--- src/rtl/spmmio_dbg_pkg.sv ---
// Shared constants and state encoding for the SP MMIO debug bus master.
package spmmio_dbg_pkg;

    localparam logic [3:0] OP_SYNC  = 4'h0;
    localparam logic [3:0] OP_READ  = 4'h1;
    localparam logic [3:0] OP_WRITE = 4'h2;

    localparam logic [7:0] RSP_SYNC   = 8'hA5;
    localparam logic [7:0] RSP_BADOP  = 8'hEE;
    localparam logic [7:0] ST_OK      = 8'h00;
    localparam logic [7:0] ST_TIMEOUT = 8'h01;

    typedef enum logic [2:0] {
        S_IDLE,
        S_ADR,
        S_WDAT,
        S_BUS,
        S_RSTAT,
        S_RDAT,
        S_RBYTE
    } state_t;

endpackage

--- src/rtl/spmmio_dbg_master.sv ---
// Byte-stream debug command interpreter issuing single Wishbone cycles on the
// SP MMIO bus and streaming back status and read data.
module spmmio_dbg_master
    import spmmio_dbg_pkg::*;
#(
    parameter int TIMEOUT_CYCLES = 255
) (
    input  logic        clk,
    input  logic        reset,
    input  logic [0:7]  rx_data,
    input  logic        rx_valid,
    output logic        rx_ready,
    output logic [0:7]  tx_data,
    output logic        tx_valid,
    input  logic        tx_ready,
    output logic [0:23] adr_o,
    output logic        cyc_o,
    output logic        stb_o,
    output logic [0:3]  sel_o,
    output logic        we_o,
    output logic [0:31] dat_o,
    input  logic [0:31] dat_i,
    input  logic        ack_i,
    output logic        busy
);

    localparam logic [15:0] TO_LAST = 16'(TIMEOUT_CYCLES - 1);

    state_t      state, state_n;
    logic [1:0]  cnt, cnt_n;
    logic [15:0] tcnt;
    logic [0:31] rdata;
    logic [7:0]  status;
    logic [7:0]  rbyte;
    logic [3:0]  op_hi;
    logic        rx_fire;
    logic        tx_fire;
    logic        timeout_hit;
    logic        is_cmd;

    assign op_hi       = rx_data[0:3];
    assign is_cmd      = (op_hi == OP_READ) || (op_hi == OP_WRITE);
    assign rx_ready    = (state inside {S_IDLE, S_ADR, S_WDAT}) && !reset;
    assign tx_valid    = state inside {S_RSTAT, S_RDAT, S_RBYTE};
    assign rx_fire     = rx_valid && rx_ready;
    assign tx_fire     = tx_valid && tx_ready;
    assign timeout_hit = (tcnt == TO_LAST);
    assign busy        = (state != S_IDLE);
    // BUS is entered on a clock edge, so the strobe is effectively registered.
    assign cyc_o       = (state == S_BUS);
    assign stb_o       = (state == S_BUS);

    always_ff @(posedge clk) begin
        if (reset) begin
            state <= S_IDLE;
            cnt   <= 2'd0;
        end else begin
            state <= state_n;
            cnt   <= cnt_n;
        end
    end

    always_comb begin
        state_n = state;
        cnt_n   = cnt;
        tx_data = 8'h00;
        case (state)
            S_IDLE: begin
                if (rx_fire) begin
                    cnt_n   = 2'd0;
                    state_n = (rx_data != 8'h00 && is_cmd) ? S_ADR : S_RBYTE;
                end
            end
            S_ADR: begin
                if (rx_fire) begin
                    if (cnt == 2'd2) begin
                        cnt_n   = 2'd0;
                        state_n = we_o ? S_WDAT : S_BUS;
                    end else begin
                        cnt_n = cnt + 2'd1;
                    end
                end
            end
            S_WDAT: begin
                if (rx_fire) begin
                    if (cnt == 2'd3) begin
                        cnt_n   = 2'd0;
                        state_n = S_BUS;
                    end else begin
                        cnt_n = cnt + 2'd1;
                    end
                end
            end
            S_BUS: begin
                // An ack on the final timeout cycle still counts as success.
                if (ack_i || timeout_hit) state_n = S_RSTAT;
            end
            S_RSTAT: begin
                tx_data = status;
                if (tx_fire) begin
                    cnt_n   = 2'd0;
                    state_n = we_o ? S_IDLE : S_RDAT;
                end
            end
            S_RDAT: begin
                case (cnt)
                    2'd0:    tx_data = rdata[0:7];
                    2'd1:    tx_data = rdata[8:15];
                    2'd2:    tx_data = rdata[16:23];
                    default: tx_data = rdata[24:31];
                endcase
                if (tx_fire) begin
                    if (cnt == 2'd3) begin
                        cnt_n   = 2'd0;
                        state_n = S_IDLE;
                    end else begin
                        cnt_n = cnt + 2'd1;
                    end
                end
            end
            S_RBYTE: begin
                tx_data = rbyte;
                if (tx_fire) state_n = S_IDLE;
            end
            default: state_n = S_IDLE;
        endcase
    end

    always_ff @(posedge clk) begin
        if (reset) begin
            we_o   <= 1'b0;
            sel_o  <= 4'h0;
            adr_o  <= 24'h0;
            dat_o  <= 32'h0;
            rdata  <= 32'h0;
            status <= ST_OK;
            rbyte  <= 8'h00;
            tcnt   <= 16'd0;
        end else begin
            tcnt <= (state == S_BUS) ? tcnt + 16'd1 : 16'd0;
            case (state)
                S_IDLE: begin
                    if (rx_fire) begin
                        if (rx_data == 8'h00) begin
                            rbyte <= RSP_SYNC;
                        end else if (is_cmd) begin
                            we_o  <= (op_hi == OP_WRITE);
                            sel_o <= rx_data[4:7];
                        end else begin
                            rbyte <= RSP_BADOP;
                        end
                    end
                end
                S_ADR: begin
                    // Last address byte drops its two low bits: word-aligned bus.
                    if (rx_fire) begin
                        if (cnt == 2'd2) adr_o <= {adr_o[8:23], rx_data[0:5], 2'b00};
                        else             adr_o <= {adr_o[8:23], rx_data};
                    end
                end
                S_WDAT: begin
                    if (rx_fire) dat_o <= {dat_o[8:31], rx_data};
                end
                S_BUS: begin
                    if (ack_i) begin
                        status <= ST_OK;
                        if (!we_o) rdata <= dat_i;
                    end else if (timeout_hit) begin
                        status <= ST_TIMEOUT;
                        rdata  <= 32'h0;
                    end
                end
                default: ;
            endcase
        end
    end

endmodule

--- config.mk ---
export PLATFORM = sky130hd
export DESIGN_NAME = spmmio_dbg_master
export DESIGN_NICKNAME = d
export VERILOG_FILES = /design/src/rtl/spmmio_dbg_pkg.sv /design/src/rtl/spmmio_dbg_master.sv
export SDC_FILE = /design/constraint.sdc
export NUM_CORES = 1
export LEC_CHECK = 0
export CAP_MARGIN = 10
export CORE_UTILIZATION = 46
export CTS_BUF_LIST = sky130_fd_sc_hd__clkbuf_4
export DETAILED_ROUTE_END_ITERATION = 7
export GPL_TIMING_DRIVEN = 0
export PLACE_DENSITY_LB_ADDON = 0.1
export SYNTH_ARGS = -nofsm -noshare
export SYNTH_HDL_FRONTEND = slang
export SYNTH_SLANG_ARGS = --single-unit
--- constraint.sdc ---
create_clock -name clk -period 6 [get_ports clk]
set_input_delay 0.6 -clock clk [delete_from_list [all_inputs] [get_ports clk]]
set_output_delay 0.6 -clock clk [all_outputs]
set_load 0.005 [all_outputs]
==> impl_results.md <==
* CTS tree: done
* Synth warn at 0
* PortBufs at around 120
* Post-synth ARST share at 0
* Post-CTS setup buffers at 0
* Largest fanout on the critical path at 10
* Place WS at ~3100 ps
* Synth top area share at 0.5021
* Area growth syn-to-layout at 35.90%
* Placed standard-cell area at 6052 µm²
* Worst-case clock buffer depth at 2
* Most used flip-flop cell after synthesis: dfxtp_1
* GRT Total Usage at 0.2348
* Filler Cells Inserted at 841
* Layout cells sized above 1 at 0.07236
* Fin Clk Skew at 18.77 ps
* N_diodes at 0
* Worst-path clk slew at about 110 ps
* Sequential cell area at 2362 µm²
* Synth unique cells at 46
* Routed WL per cell at 14.45 µm
* Setup_tns at 0 ps
* DRT antenna net count at 0
* Worst Max-Slew Pin Slew at 620.3 ps
* Leak Pwr at 2.245 nW
* Max-slew headroom at 0.5865
* Initial DRT Pass Iterations at 5
* WP data arrival at roughly 2800 ps
* Post-DP HPWL at 8442 µm
* Later-pin clock latency in the skew report at between 500 and 600 ps
* IO Pins at 119
* Reg-to-reg setup timing slack at around 3600 ps
* Setup-failing EPs final at 0
* Die Y at just over 100 µm
* Run status: finished, final reports clean
* Syn_area_per_cell at 8.696 µm²
* Layout Nets at 730
* CTS Hold Buffers Added at 0
* # DRC at 0
* Largest net degree at the start of global routing at 17
* Crit path capture type: output pin
* Maximum clock frequency at 293.8 MHz
* Synth top area cells: dfxtp_1 (50%), nand2_1 (9.2%), a21oi_1 (7.1%)
* Die area at ~11000 µm²
* Syn Nets at roughly 590
* Multi-input gate area at approximately 2100 µm²
* First-pass GRT wire length at 19060 µm
* Flops & latches, synth at 118
* DR vias/cell at 5.240
* Post-Synthesis Cell Area at 4705 µm²
* Hold Fails Final Rpt at 0
* Min setup slack post-route at 2597 ps
* RSZ-0062 raised after global routing: false
* Critical path class: reg -> out
* Tcrit/Tclk final at 0.5672
* Initial Utilization at 0.4769
* Period minus WS final at 3403 ps
* Leading area contributor after synthesis: dfxtp_1
* Area of the core at 9864 µm²
* Min-delay worst type: reg -> reg
* Finished Core Util at 0.6481
* Via count at 4318
* Die Width at between 100 and 150 µm
* Max Slew Vio Count at 0
* VDD IR max at 0.0003117 V
* Antenna violations before repair at 0
* Number of buffers created by CTS at 17
* Clock H-tree levels at 4
* Clock root cell: clkbuf_4
* Initial DRC count at roughly 260
* PwrDens at a little under 300 nW/µm²
* Post-CTS sizing at 0
* Post-synth EDFFs at 0
* Vias in the first global route at 3980
* Sink Count at 118
* Worst EP required at 5400 ps
* Max-cap viol count at 0
* Gpl congestion at between 0.8 and 0.9
* Critical Path Source Type: register
* Gr ovfl total at 0
* Cells after Synth at 541
* Post-route cell area at 6394 µm²
* Core Rows at 36
* Final wirelength at 11910 µm
* Register area share after synthesis at 0.5021
* Total chip power at 1.904 mW
## area by class of cell
class                      count  area share
multi-input combinational    380      0.3358
clock inverter                14     0.03229
tap                          133     0.02603
sequential                   118      0.3695
clock buffer                  18     0.02114
buffer                        36     0.02642
timing repair buffer         118      0.1847
inverter                       7    0.004110
## per-stage QoR
step                hold WS (ps)  std cells
finish                     460.5        824
global route               483.2        824
CTS                        462.6        824
detailed placement         447.2        792
global placement           441.2        792
floorplan                  439.9        541
## synth_stat cells, drive strengths merged (4+ instances only)
library cell / number
a211oi: 7
a21oi: 67
a222oi: 8
a22o: 32
and2: 4
buf: 10
clkbuf: 26
dfxtp: 118
ha: 7
inv: 7
mux2i: 8
nand2: 115
nand3: 12
nand4: 4
nor2: 53
nor3: 5
o21ai: 10
xnor2: 6
xor2: 9
## power by group
| group | leakage, nW | switching [mW] | internal, mW |
|---|---|---|---|
| clock network | 0.178 | 0.304 | 0.375 |
| logic | 1.11 | 0.230 | 0.156 |
| registers | 0.952 | 0.0266 | 0.813 |
| total | 2.24 | 0.561 | 1.34 |
## logic make-up (layout without fill, tap and decap cells)
kind of cell / after synthesis / count (layout) / share of synthesized area
multiplexers: 10 / 10 / 0.02181
AND/OR/NAND/NOR: 216 / 216 / 0.2024
AO/OA/AOI/OAI: 132 / 132 / 0.1856
adder cells (fa/ha/maj): 7 / 7 / 0.01862
flip-flops: 118 / 118 / 0.5021
XOR/XNOR: 15 / 15 / 0.02793
buffers and inverters: 43 / 193 / 0.04149
## critical path, stage by stage, from the launching register on
cell and delay, ps:
dfxtp_1 380, inv_1 100, ha_1 160, clkbuf_1 490
a222oi_1 170, nor2_1 130, a21oi_1 50, o22a_1 210
nor2_1 110, clkdlybuf4s50_1 510
## cell usage in the layout (no fill, tap or decap), types with 3 or more instances in the layout
cell	count
dfxtp_1	118
a21oi_1	67
xor2_1	9
a22o_1	32
clkdlybuf4s50_1	118
nand4_1	4
clkbuf_1	26
nor3_1	4
inv_1	5
nand2_1	115
clkinv_2	5
nand3_1	12
mux2i_1	8
and3_1	3
o21ai_0	8
and2_1	4
bufinv_16	5
nand2b_1	3
xnor2_1	6
clkinvlp_4	3
a222oi_1	8
buf_6	3
nor2b_1	3
and4_1	3
clkbuf_4	18
ha_1	7
nor2_1	53
nor3b_1	3
a211oi_1	7
buf_2	6
## worst paths after layout
kind / depth (start not counted) / end / from
worst min register to register: 2 / adr_o[5] / adr_o[5]
worst max-delay path: 9 / tx_data[7] / cnt[0]
worst max register to register: 7 / state[1] / cnt[0]
worst min-delay path: 2 / adr_o[5] / adr_o[5]
## layer usage
layer / vias up / GRT usage / wire length (µm)
met4: 0 / 0.08451 / 129
met5: - / 0 / 0
li1: 2161 / - / -
met3: 11 / 0.06576 / 655
met1: 2020 / 0.3042 / 5401
met2: 126 / 0.3744 / 5723
## flip-flops by register name, indices dropped and copies added, names as in the netlist
signal / flops
adr_o: 24
cnt: 2
dat_o: 32
rbyte: 3
rdata: 32
sel_o: 4
state: 3
status: 1
tcnt: 16
we_o: 1
Power figures use the tool's default switching activity.
